## config.mk

```make
export PLATFORM = sky130hd
export DESIGN_NAME = hamming_enc_fifo
export DESIGN_NICKNAME = d
export VERILOG_FILES = /design/src/rtl/hamming_enc_fifo.sv
export SDC_FILE = /design/constraint.sdc
export NUM_CORES = 1
export LEC_CHECK = 0
export BUFFER_PORTS_ARGS = -buffer_cell sky130_fd_sc_hd__buf_2
export CORE_MARGIN = 5
export CORE_UTILIZATION = 50
export DETAILED_ROUTE_END_ITERATION = 12
export PLACE_DENSITY = 0.75
export RECOVER_POWER = 25
export SYNTH_ARGS = -nofsm -noshare
export SYNTH_HDL_FRONTEND = slang
export SYNTH_SLANG_ARGS = --single-unit
export TNS_END_PERCENT = 50
```

## constraint.sdc

```tcl
create_clock -name clk -period 3.53 [get_ports clk]
set_input_delay 0.5295 -clock clk [delete_from_list [all_inputs] [get_ports clk]]
set_output_delay 0.5295 -clock clk [all_outputs]
set_load 0.05 [all_outputs]
```

## src/rtl/hamming_enc_fifo.sv

```systemverilog
// Hamming SEC / SEC-DED encoder feeding a DEPTH-entry output FIFO; HAMMING_ENC_ERRINJ_EN adds an iInjMask error-injection port.
// Latency: 1 cycle from accept to oValid when the FIFO is empty. There is no combinational path from iData to oData.
// Backpressure: oReady drops while the FIFO is full. A pop in that cycle frees the slot for the following cycle only.
module hamming_enc_fifo #(
    parameter int DATA_W = 16,
    parameter int SECDED = 1,
    parameter int DEPTH  = 2,
    localparam int PAR_W = (DATA_W <= 1)  ? 2 :
                           (DATA_W <= 4)  ? 3 :
                           (DATA_W <= 11) ? 4 :
                           (DATA_W <= 26) ? 5 : 6,
    localparam int CODE_W = DATA_W + PAR_W + SECDED
) (
    input  logic              clk,
    input  logic              rst,
    input  logic [DATA_W-1:0] iData,
    input  logic              iValid,
    output logic              oReady,
    output logic [CODE_W-1:0] oData,
    output logic              oValid,
    input  logic              iReady
`ifdef HAMMING_ENC_ERRINJ_EN
    ,
    input  logic [CODE_W-1:0] iInjMask
`endif
);

    localparam int HAM_N = DATA_W + PAR_W;
    localparam int PTR_W = $clog2(DEPTH);
    localparam int CNT_W = PTR_W + 1;
    localparam logic [CNT_W-1:0] FULL_CNT = CNT_W'(DEPTH);

    function automatic logic [CODE_W-1:0] encode(input logic [DATA_W-1:0] d);
        logic [CODE_W-1:0] c;
        int di;
        c  = '0;
        di = 0;
        for (int pos = 1; pos <= HAM_N; pos++) begin
            if ((pos & (pos - 1)) != 0) begin
                c[pos-1] = d[di];
                di++;
            end
        end
        // Parity slots are still zero here, so they drop out of their own XOR.
        for (int k = 0; k < PAR_W; k++) begin
            logic p;
            p = 1'b0;
            for (int pos = 1; pos <= HAM_N; pos++) begin
                if (pos[k]) p = p ^ c[pos-1];
            end
            c[(1 << k) - 1] = p;
        end
        if (SECDED != 0) c[CODE_W-1] = ^c[HAM_N-1:0];
        return c;
    endfunction

    logic [CODE_W-1:0] mem [DEPTH];
    logic [PTR_W-1:0]  wrPtr;
    logic [PTR_W-1:0]  rdPtr;
    logic [CNT_W-1:0]  count;
    logic [CODE_W-1:0] storeWord;
    logic              push;
    logic              pop;

`ifdef HAMMING_ENC_ERRINJ_EN
    assign storeWord = encode(iData) ^ iInjMask;
`else
    assign storeWord = encode(iData);
`endif

    assign oReady = (count != FULL_CNT);
    assign oValid = (count != '0);
    assign push   = iValid & oReady;
    assign pop    = oValid & iReady;
    // Masking keeps oData at zero in reset without clearing the storage.
    assign oData  = oValid ? mem[rdPtr] : '0;

    always_ff @(posedge clk) begin
        if (push) mem[wrPtr] <= storeWord;
    end

    always_ff @(posedge clk or negedge rst) begin
        if (!rst) begin
            wrPtr <= '0;
            rdPtr <= '0;
            count <= '0;
        end else begin
            if (push) wrPtr <= wrPtr + 1'b1;
            if (pop)  rdPtr <= rdPtr + 1'b1;
            case ({push, pop})
                2'b10:   count <= count + 1'b1;
                2'b01:   count <= count - 1'b1;
                default: count <= count;
            endcase
        end
    end

endmodule

```

==> summary by stage, run 1 <==
Yosys
The instance count of the mapped netlist is 141. The synthesized design spends more area on one cell type than any other, namely sky130_fd_sc_hd__edfxtp_1. Yosys printed 0 warnings. The post-synthesis sequential element count is 48. After Yosys synthesis, XOR and XNOR cells account for 16.1% of the synthesized area. Counting flops with an async set or reset pin after synthesis yields a share of 8.33%. The number of flops mapped to enable cells by yosys is 44. Of the total synthesized cell area, the portion taken by AND, OR, NAND and NOR gates is 5.42%.

The fraction of the mapped netlist area in compound gates is 0%. The most frequent cell after synthesis is sky130_fd_sc_hd__edfxtp_1. After synthesis, flip-flops and latches occupy ~66% of the total area. Multiplexer cells account for between 10% and 20% of the synthesized area. The main combinational cell family by area after synthesis is XOR/XNOR gates.

Counting distinct cell types in the post-synthesis netlist gives 16. The fraction of synthesized cell area taken by the top area cell type is between 60 and 70%. The number of nets in the synthesized netlist is roughly 160.

Ranked by instance count, the synthesized netlist is headed by sky130_fd_sc_hd__edfxtp_1 (44), sky130_fd_sc_hd__nor2_1 (25), sky130_fd_sc_hd__mux2i_1 (22), sky130_fd_sc_hd__xnor2_1 (21), sky130_fd_sc_hd__xor2_1 (7). The post-synthesis share of cell area spent on full adders, half adders and majority gates is 0.582%. In the post-synthesis netlist, the biggest area contributors are sky130_fd_sc_hd__edfxtp_1 (62%), sky130_fd_sc_hd__mux2i_1 (10%), sky130_fd_sc_hd__xnor2_1 (8.6%).

In the synthesized netlist the dominant register cell turns out to be sky130_fd_sc_hd__edfxtp_1. A synthesized cell averages 15.2 um^2. The area of the mapped netlist is 2150 um^2.

Setup path
STA puts the critical path data required time at 3.00 ns. The kind of capture point of the worst setup path is an output port. The startpoint of the worst-slack reg-to-reg timing path is count[0]. The largest fanout on the critical path is 12. The arrival time of the worst setup path is 1.93 ns.

Tracing the worst setup path back leads to its startpoint at rdPtr. The critical path is of the reg2out type. STA classifies the critical path startpoint as a flop.

STA
The remaining max-slew budget at the tightest pin is 22.3%. The top achievable clock speed is slightly above 400 MHz. The clock arrives with 0.00783 ns of skew. The number of endpoints with negative hold slack in the final report is 0. The max-slew violation count is 0.

The smallest clock period supported by the final layout is computed as 2.46 ns. The slew at the pin closest to its max-slew limit is between 1 and 1.5 ns. The final critical path takes up between 60% and 70% of the cycle. The tightest hold margin is 0.0407 ns. Setup repair after global routing left no endpoint under its margin. The sum of negative setup slack is 0 ns. The final setup violation count is 0.

Cells and area
The final cell utilization of the core is roughly three fifths. Compared with the post-synthesis result, the final layout area differs by 16.9%. The count of inserted antenna diode cells is 0. The area of all placed cells without fillers is 2510 um^2. The filler cells instantiated in the layout total 340. The number of nets in the layout is 209. The multi-input combinational cells in the finished layout cover a total of 697 um^2.

The fraction of final layout cells sized beyond drive strength 1 is between 20% and 30%. The combined flip-flop and latch cell area is between 1000 and 1500 um^2.

Route
Before antenna repair, the detailed router went through 4 iterations. The routed length per instance is approximately 15 um. The DRC violation count after routing is 0. The count of nets left with antenna violations once routing finished came out at 0. The sum of routed wire length over all layers is 3640 um. The per-cell via count in the routed design is 4.91. The total vias in the final route is 1173.

The first routing iteration left 61 violations.

Clock tree
The root buffer cell chosen for the clock tree is sky130_fd_sc_hd__clkbuf_8. The clock passes through at most 2 buffers. Counting every sink on the clock net gives 48. In this run, post-CTS hold repair placed 0 buffers. Once the clock tree was built, the setup fixing pass inserted 0 buffers. The later pin in the worst-skew pair is clocked with a latency of 0.29 ns. Counting the buffers created by CTS gives 5. The TritonCTS clock tree is yes. Gates resized during post-CTS repair numbered 0.

Clock-pin slew was measured on the worst setup and hold paths at 0.09 ns. In this run the number of H-tree levels came out at 2.

Floorplan
The floorplan has 23 rows. During I/O placement, the number of pins put on the boundary was 44. The initial core utilization is 52.6%. The core area is 4090 um^2. The area of the die is 5710 um^2. The die boundary height is 75.6 um.

In this run the horizontal extent of the chip is 75.6 um.

Global routing
The most utilized layer in the global route result is met2. The via count of the first global-routing pass is 1257. The met3 routing resource usage after global routing is 3.96%. The global-route track usage on met1 is 16.7%. The met2 capacity usage during global routing is ~25%.

The total overflow left after global routing is 0. The all-layer global routing usage is 14.1%. The number of antenna violations at the first check in global routing is 0. Entering global routing, the biggest net connects 25 pins. The wire length of the first global-routing pass is 5870 um.

Placed design
The half-perimeter wire length after placement is 2630 um. Input and output buffers added on the ports amount to 43. The area of placed instances is around 2400 um^2. The final estimated routing congestion in global placement is 0.702.

Status
The flow ran to the end, and the final reports show no timing, DRC or antenna violations.

Flow run
Across the run, the number of max-cap violations was 0.

Min path
The path class of the lowest-slack min-delay path is in2async.
worst max-delay path: stages, from the launching register on:
cell                      delay, ns
sky130_fd_sc_hd__dfrtp_1       0.77
sky130_fd_sc_hd__buf_4         0.36
sky130_fd_sc_hd__mux2i_1       0.23
sky130_fd_sc_hd__nor2_1        0.06
sky130_fd_sc_hd__buf_2         0.22
area by class of cell:
type | instances | share of cell area, %
flip-flops and latches | 48 | 56.6
multi-input cells | 85 | 27.7
repair buffers | 45 | 8.47
clock buffers | 6 | 2.89
well taps | 50 | 2.49
clock inverters | 2 | 1.39
inverters | 3 | 0.448
stage by stage:
step | std cells | setup WS (ns)
6_report | 239 | 1.07
5_1_grt | 239 | 0.958
4_1_cts | 239 | 1.05
3_5_place_dp | 231 | 1.38
3_3_place_gp | 231 | 1.41
2_1_floorplan | 141 | 1.10
cells in the final DEF (no fill, tap or decap), types with 2 or more instances in the layout:
cell and instances:
sky130_fd_sc_hd__edfxtp_1 44, sky130_fd_sc_hd__buf_2 29, sky130_fd_sc_hd__nor2_1 24, sky130_fd_sc_hd__mux2i_1 22, sky130_fd_sc_hd__xnor2_1 21, sky130_fd_sc_hd__clkbuf_1 15
sky130_fd_sc_hd__xor2_1 7, sky130_fd_sc_hd__clkbuf_8 5, sky130_fd_sc_hd__dfrtp_1 4, sky130_fd_sc_hd__xnor3_1 3, sky130_fd_sc_hd__inv_1 3, sky130_fd_sc_hd__xnor2_2 2
sky130_fd_sc_hd__buf_4 2
logic make-up after synthesis:
family        count (synthesis)
buf+inv                       8
xor+xnor                     33
simple gates                 29
flops                        48
mux                          22
fa+ha+maj                     1
registers in the layout (all words and copies together), names as in the netlist:
name   flops
mem       44
wrPtr      1
count      2
rdPtr      1
per-layer routing:
layer / vias up / part of all wire [%]
met2: 24 / 53
li1: 584 / -
met5: - / 0
met4: 0 / 0.55
met3: 2 / 5.1
met1: 563 / 41
worst paths after layout:
kind | end | slack (ns) | cells past startpoint
worst max-delay path | oData[1] | 1.07 | 4
worst min-delay path | count[0] | 0.04 | 1
worst max register to register | mem[0][4] | 1.51 | 3
worst min register to register | count[1] | 0.51 | 1
max in group asynchronous | wrPtr | 3.32 | 1
min in group clk | mem[1][12] | 0.49 | 1
Power of run 1 is left out: the tool's default activity adds up to more than one toggle a clock period on the data nets, which glitch-free logic cannot reach.
==> inputs of run 2 (changes only) <==
--- a/config.mk
+++ b/config.mk
@@ -5,11 +5,12 @@
 export SDC_FILE = /design/constraint.sdc
 export NUM_CORES = 1
 export LEC_CHECK = 0
+export ABC_AREA = 1
 export BUFFER_PORTS_ARGS = -buffer_cell sky130_fd_sc_hd__buf_2
 export CORE_MARGIN = 5
 export CORE_UTILIZATION = 50
 export DETAILED_ROUTE_END_ITERATION = 12
-export PLACE_DENSITY = 0.75
+export PLACE_DENSITY = 0.73
 export RECOVER_POWER = 25
 export SYNTH_ARGS = -nofsm -noshare
 export SYNTH_HDL_FRONTEND = slang
==> constraint.sdc (replaced) <==
create_clock -name clk -period 2.4 [get_ports clk]
set_input_delay 0.36 -clock clk [delete_from_list [all_inputs] [get_ports clk]]
set_output_delay 0.36 -clock clk [all_outputs]
set_load 0.05 [all_outputs]
==> summary by stage, run 2 <==
Placed design
The number of I/O port buffers is 43 (unchanged). The half-perimeter wire length after placement came to 3690 um (+40%). The final estimated routing congestion in global placement is 0.810 (+15%).

The area of placed instances is 2840 um^2 (+17%).

Yosys
The fraction of synthesized cell area taken by the top area cell type came to 52.3% (-9.3 points). Ranked by instance count, the synthesized netlist is headed by sky130_fd_sc_hd__nand2_1 (100), sky130_fd_sc_hd__edfxtp_1 (44), sky130_fd_sc_hd__a21oi_1 (24), sky130_fd_sc_hd__inv_1 (20), sky130_fd_sc_hd__nand2_2 (17). The cell type with the largest total area after synthesis is sky130_fd_sc_hd__edfxtp_1. The share of synthesized area spent on multiplexers is 0% (-10 points). The fraction of the mapped netlist area in compound gates is 4.95% (+4.9 points). The area of the mapped netlist is 2530 um^2 (+18%).

In the post-synthesis netlist, the biggest area contributors are sky130_fd_sc_hd__edfxtp_1 (52%), sky130_fd_sc_hd__nand2_1 (15%), sky130_fd_sc_hd__a21oi_1 (4.8%). The unique cell type count in the Yosys netlist came to 22 (+6). In the post-synthesis netlist, the cell with the most instances is sky130_fd_sc_hd__nand2_1.

The share of the synthesized netlist area taken by xor and xnor gates was 6.23% (-9.8 points). The synthesized net count is 293 (+81%). The yosys synthesis warning count is 0 (unchanged).

The post-synthesis async set-or-reset flop share is 8.33% (unchanged). The area share of and/or/nand/nor cells after synthesis is 26.4% (+21 points). The instance count of the mapped netlist is 272 (+93%). The part of the Yosys area used for sequential elements came to 56.2% (-10 points). The number of flops mapped to enable cells by yosys came to 44 (unchanged). The post-synthesis share of cell area spent on full adders, half adders and majority gates is 0.495% (-0.088 points). The post-synthesis sequential element count is 48 (unchanged). The per-instance average area after synthesis came to 9.30 um^2 (-39%). By area, the combinational part of the netlist is dominated by simple AND/OR/NAND/NOR gates.

For this run, the leading register cell type out of synthesis is sky130_fd_sc_hd__edfxtp_1.

Floorplan
The width of the die is 81.1 um (+7.4%). The initial core utilization is 52.5% (-0.078 points). The area of the die is 6580 um^2 (+15%). The I/O pin count came to 44 (unchanged). The core area is 4820 um^2 (+18%). The number of placement rows is 25 (+8.7%). The die boundary height is 81.1 um (+7.4%).

Min path
The worst hold path endpoint is wrPtr. Counting instances, the worst hold path has a depth of 3. The path class of the lowest-slack min-delay path is in2reg. In this run the most critical hold path is launched from iValid.

Global routing
The largest net degree at the start of global routing is 24 (-4.0%). The remaining global-route overflow is 0 (unchanged). The via count of the first global-routing pass came to 1773 (+41%).

The global-route track usage on met1 came to 20.8% (+4.1 points). The number of antenna violations at the first check in global routing is 0 (unchanged). The all-layer global routing usage came to 16.5% (+2.4 points). The layer flagged by global routing as most heavily used is met2. The met2 capacity usage during global routing came to 28.0% (+2.8 points). The met3 routing resource usage after global routing is 3.55% (-0.41 points). The wire length of the first global-routing pass is 8140 um (+39%).

Cells and area
The count of inserted antenna diode cells is 0 (unchanged). The number of nets in the layout is 342 (+64%). The library cells used most frequently in the layout, excluding fill and tap cells, are sky130_fd_sc_hd__nand2_1 (100), sky130_fd_sc_hd__edfxtp_1 (44), sky130_fd_sc_hd__buf_2 (28). Leaving out fill and tap cells, the most frequent cell in the layout is sky130_fd_sc_hd__nand2_1. The final cell utilization of the core was 60.5% (-0.96 points). The flip-flop count of the largest register after layout came to 44 (unchanged). The synthesis-to-layout area growth is 15.3%.

The fraction of final layout cells sized beyond drive strength 1 is 23.9% (+2.2 points). The largest registers in the layout are mem (44), count (2). The number of fillers in the final layout is 440 (+29%). More flip-flops sit in one register than any other, and that register is mem.

The area of all placed cells without fillers is 2920 um^2 (+16%).

Clock tree
The clock latency of the later-clocked register in the worst-skew pair is 0.30 ns (about the same). The total setup buffers inserted after CTS came to 0 (unchanged). The clock sink count is 48 (unchanged). The number of H-tree levels is 2 (unchanged). The cell at the root of the clock tree is sky130_fd_sc_hd__clkbuf_8. The total CTS buffers came to 5 (unchanged). The maximum clock path buffer count is 2 (unchanged).

The post-cts gate resize count is 0 (unchanged). The clock transition time at the flip-flop clock pins of the worst setup and hold paths is 0.08 ns (about the same). TritonCTS built the clock tree.

Route
The iteration-0 DRC count of the detailed router is 97 (+59%). The first-pass detailed-route iteration total is 4 (unchanged). The total vias in the final route is 1865 (+59%). The DRC violation count after routing was 0 (unchanged). The number of routed nets with antenna violations is 0 (unchanged).

The per-cell via count in the routed design is 4.79 (-2.3%). The sum of routed wire length over all layers is 4990 um (+37%). The routed length per instance is 12.8 um (-16%).

STA
The tightest hold margin is 0.328 ns (+0.287 ns). The post-route minimum period is 2.08 ns. The remaining max-slew budget at the tightest pin is 72.8% (+50 points).

The number of endpoints with negative hold slack in the final report was 0 (unchanged). The top achievable clock speed is 481 MHz. Setup repair after global routing left no endpoint under its margin.

The max-slew violation count came to 0 (unchanged). The clock skew is 0.00900 ns (+0.00117 ns). The sum of negative setup slack is 0 ns (unchanged). The portion of the clock cycle consumed by the worst path in the final layout is between 80% and 90%. The slew at the pin closest to its max-slew limit was 0.407 ns (-0.756 ns).

The final setup violation count was 0 (unchanged).

Setup path
In this run the critical register-to-register path is captured at count[1]. The category of the most critical setup path is reg2out. Walking the worst path, the cells encountered are inv_1 > buf_4 > nand2_1 > a21oi_1 > buf_2. STA classifies the critical path startpoint as a flop. The path depth of the worst reg2reg path was 7 (+4). In this run the critical register-to-register path is launched from count[0]. The delay of the slowest cell on the worst path is 0.38 ns (-0.39 ns). The kind of capture point of the worst setup path is an output port. The largest fanout on the critical path came to 16 (+4). The highest-delay cell along the critical path is sky130_fd_sc_hd__dfrtp_1. The required time at the endpoint of the critical path is 2.04 ns (-0.96 ns). The arrival time of the worst setup path is 1.72 ns (-0.21 ns). The register-to-register setup slack is 0.70 ns (-0.81 ns).

Pwr
IR analysis of the VDD net gives a maximum drop of 0.000670 V. The sum of internal, switching and leakage power is approximately 3.8 mW. In this run the static leakage power is ~1.3 nW. The power density over the cells is 1300 nW/um^2.

Flow run
The number of maximum-capacitance constraint violations came to 0 (unchanged).

Status
The run finished with clean final reports.
==> run 2: cell types whose count changed in the layout (fill, tap and decap cells not counted), sizes merged, moves of 2 or more <==
cell,change
a21oi,+24
buf,+3
clkbuf,+2
inv,+25
mux2i,-22
nand2,+119
nand3,+15
nor2,-16
xnor2,-13
xnor3,-3
==> run 2: metrics by stage <==
step / setup WS (ns) / std cells
final: 0.320 / 389
after global placement: 0.606 / 380
after CTS: 0.251 / 389
after floorplan: 0.0257 / 272
after global routing: 0.158 / 389
after detailed placement: 0.582 / 380
==> run 2: power by group <==
group,leakage [nW],switching [mW],internal [mW]
Combinational,0.815,1.61,0.481
Clock,0.0422,0.243,0.205
Sequential,0.455,0.0659,1.17
Total,1.31,1.92,1.86
==> run 2: repair_timing <==
item	CTS	global route
hold buffers	1	0
hold endpoints to repair	4	0
endpoints found under the setup margin	0	0
==> run 2: worst max-delay path by stage <==
stage,depth (start not counted),slack (ns),to,startpoint
floorplan,4,0.03,mem[1][0],count[0]
global placement,5,0.61,oData[21],rdPtr
detailed placement,5,0.58,oData[21],rdPtr
CTS,5,0.25,oData[21],rdPtr
global route,5,0.16,oData[21],rdPtr
finish,5,0.32,oData[21],rdPtr
==> run 2: layout make-up <==
class | count | area [um^2] | area share [%]
tap | 67 | 83.8 | 2.88
timing repair buffer | 50 | 251 | 8.63
clock inverter | 1 | 5.00 | 0.172
inverter | 28 | 110 | 3.78
clock buffer | 7 | 76.3 | 2.62
multi-input combinational | 188 | 967 | 33.2
sequential | 48 | 1420 | 48.8
==> run 2: layer usage <==
| layer | vias to the layer above | wire length (um) |
|---|---|---|
| met4 | 0 | 86 |
| met2 | 45 | 2350 |
| li1 | 968 | - |
| met5 | - | 0 |
| met1 | 844 | 2210 |
| met3 | 8 | 348 |
==> run 2: worst max-delay path: cells and delay by family (launching register included) <==
| kind | cells | cell delay [ns] |
|---|---|---|
| compound gates | 1 | 0.18 |
| simple gates | 1 | 0.07 |
| flops | 1 | 0.38 |
| buf+inv | 3 | 0.77 |
==> run 2: logic make-up after synthesis <==
family | count (synthesis)
fa+ha+maj | 1
buf+inv | 36
simple gates | 144
xor+xnor | 18
compound gates | 25
flops | 48
Power figures use the tool's default switching activity.
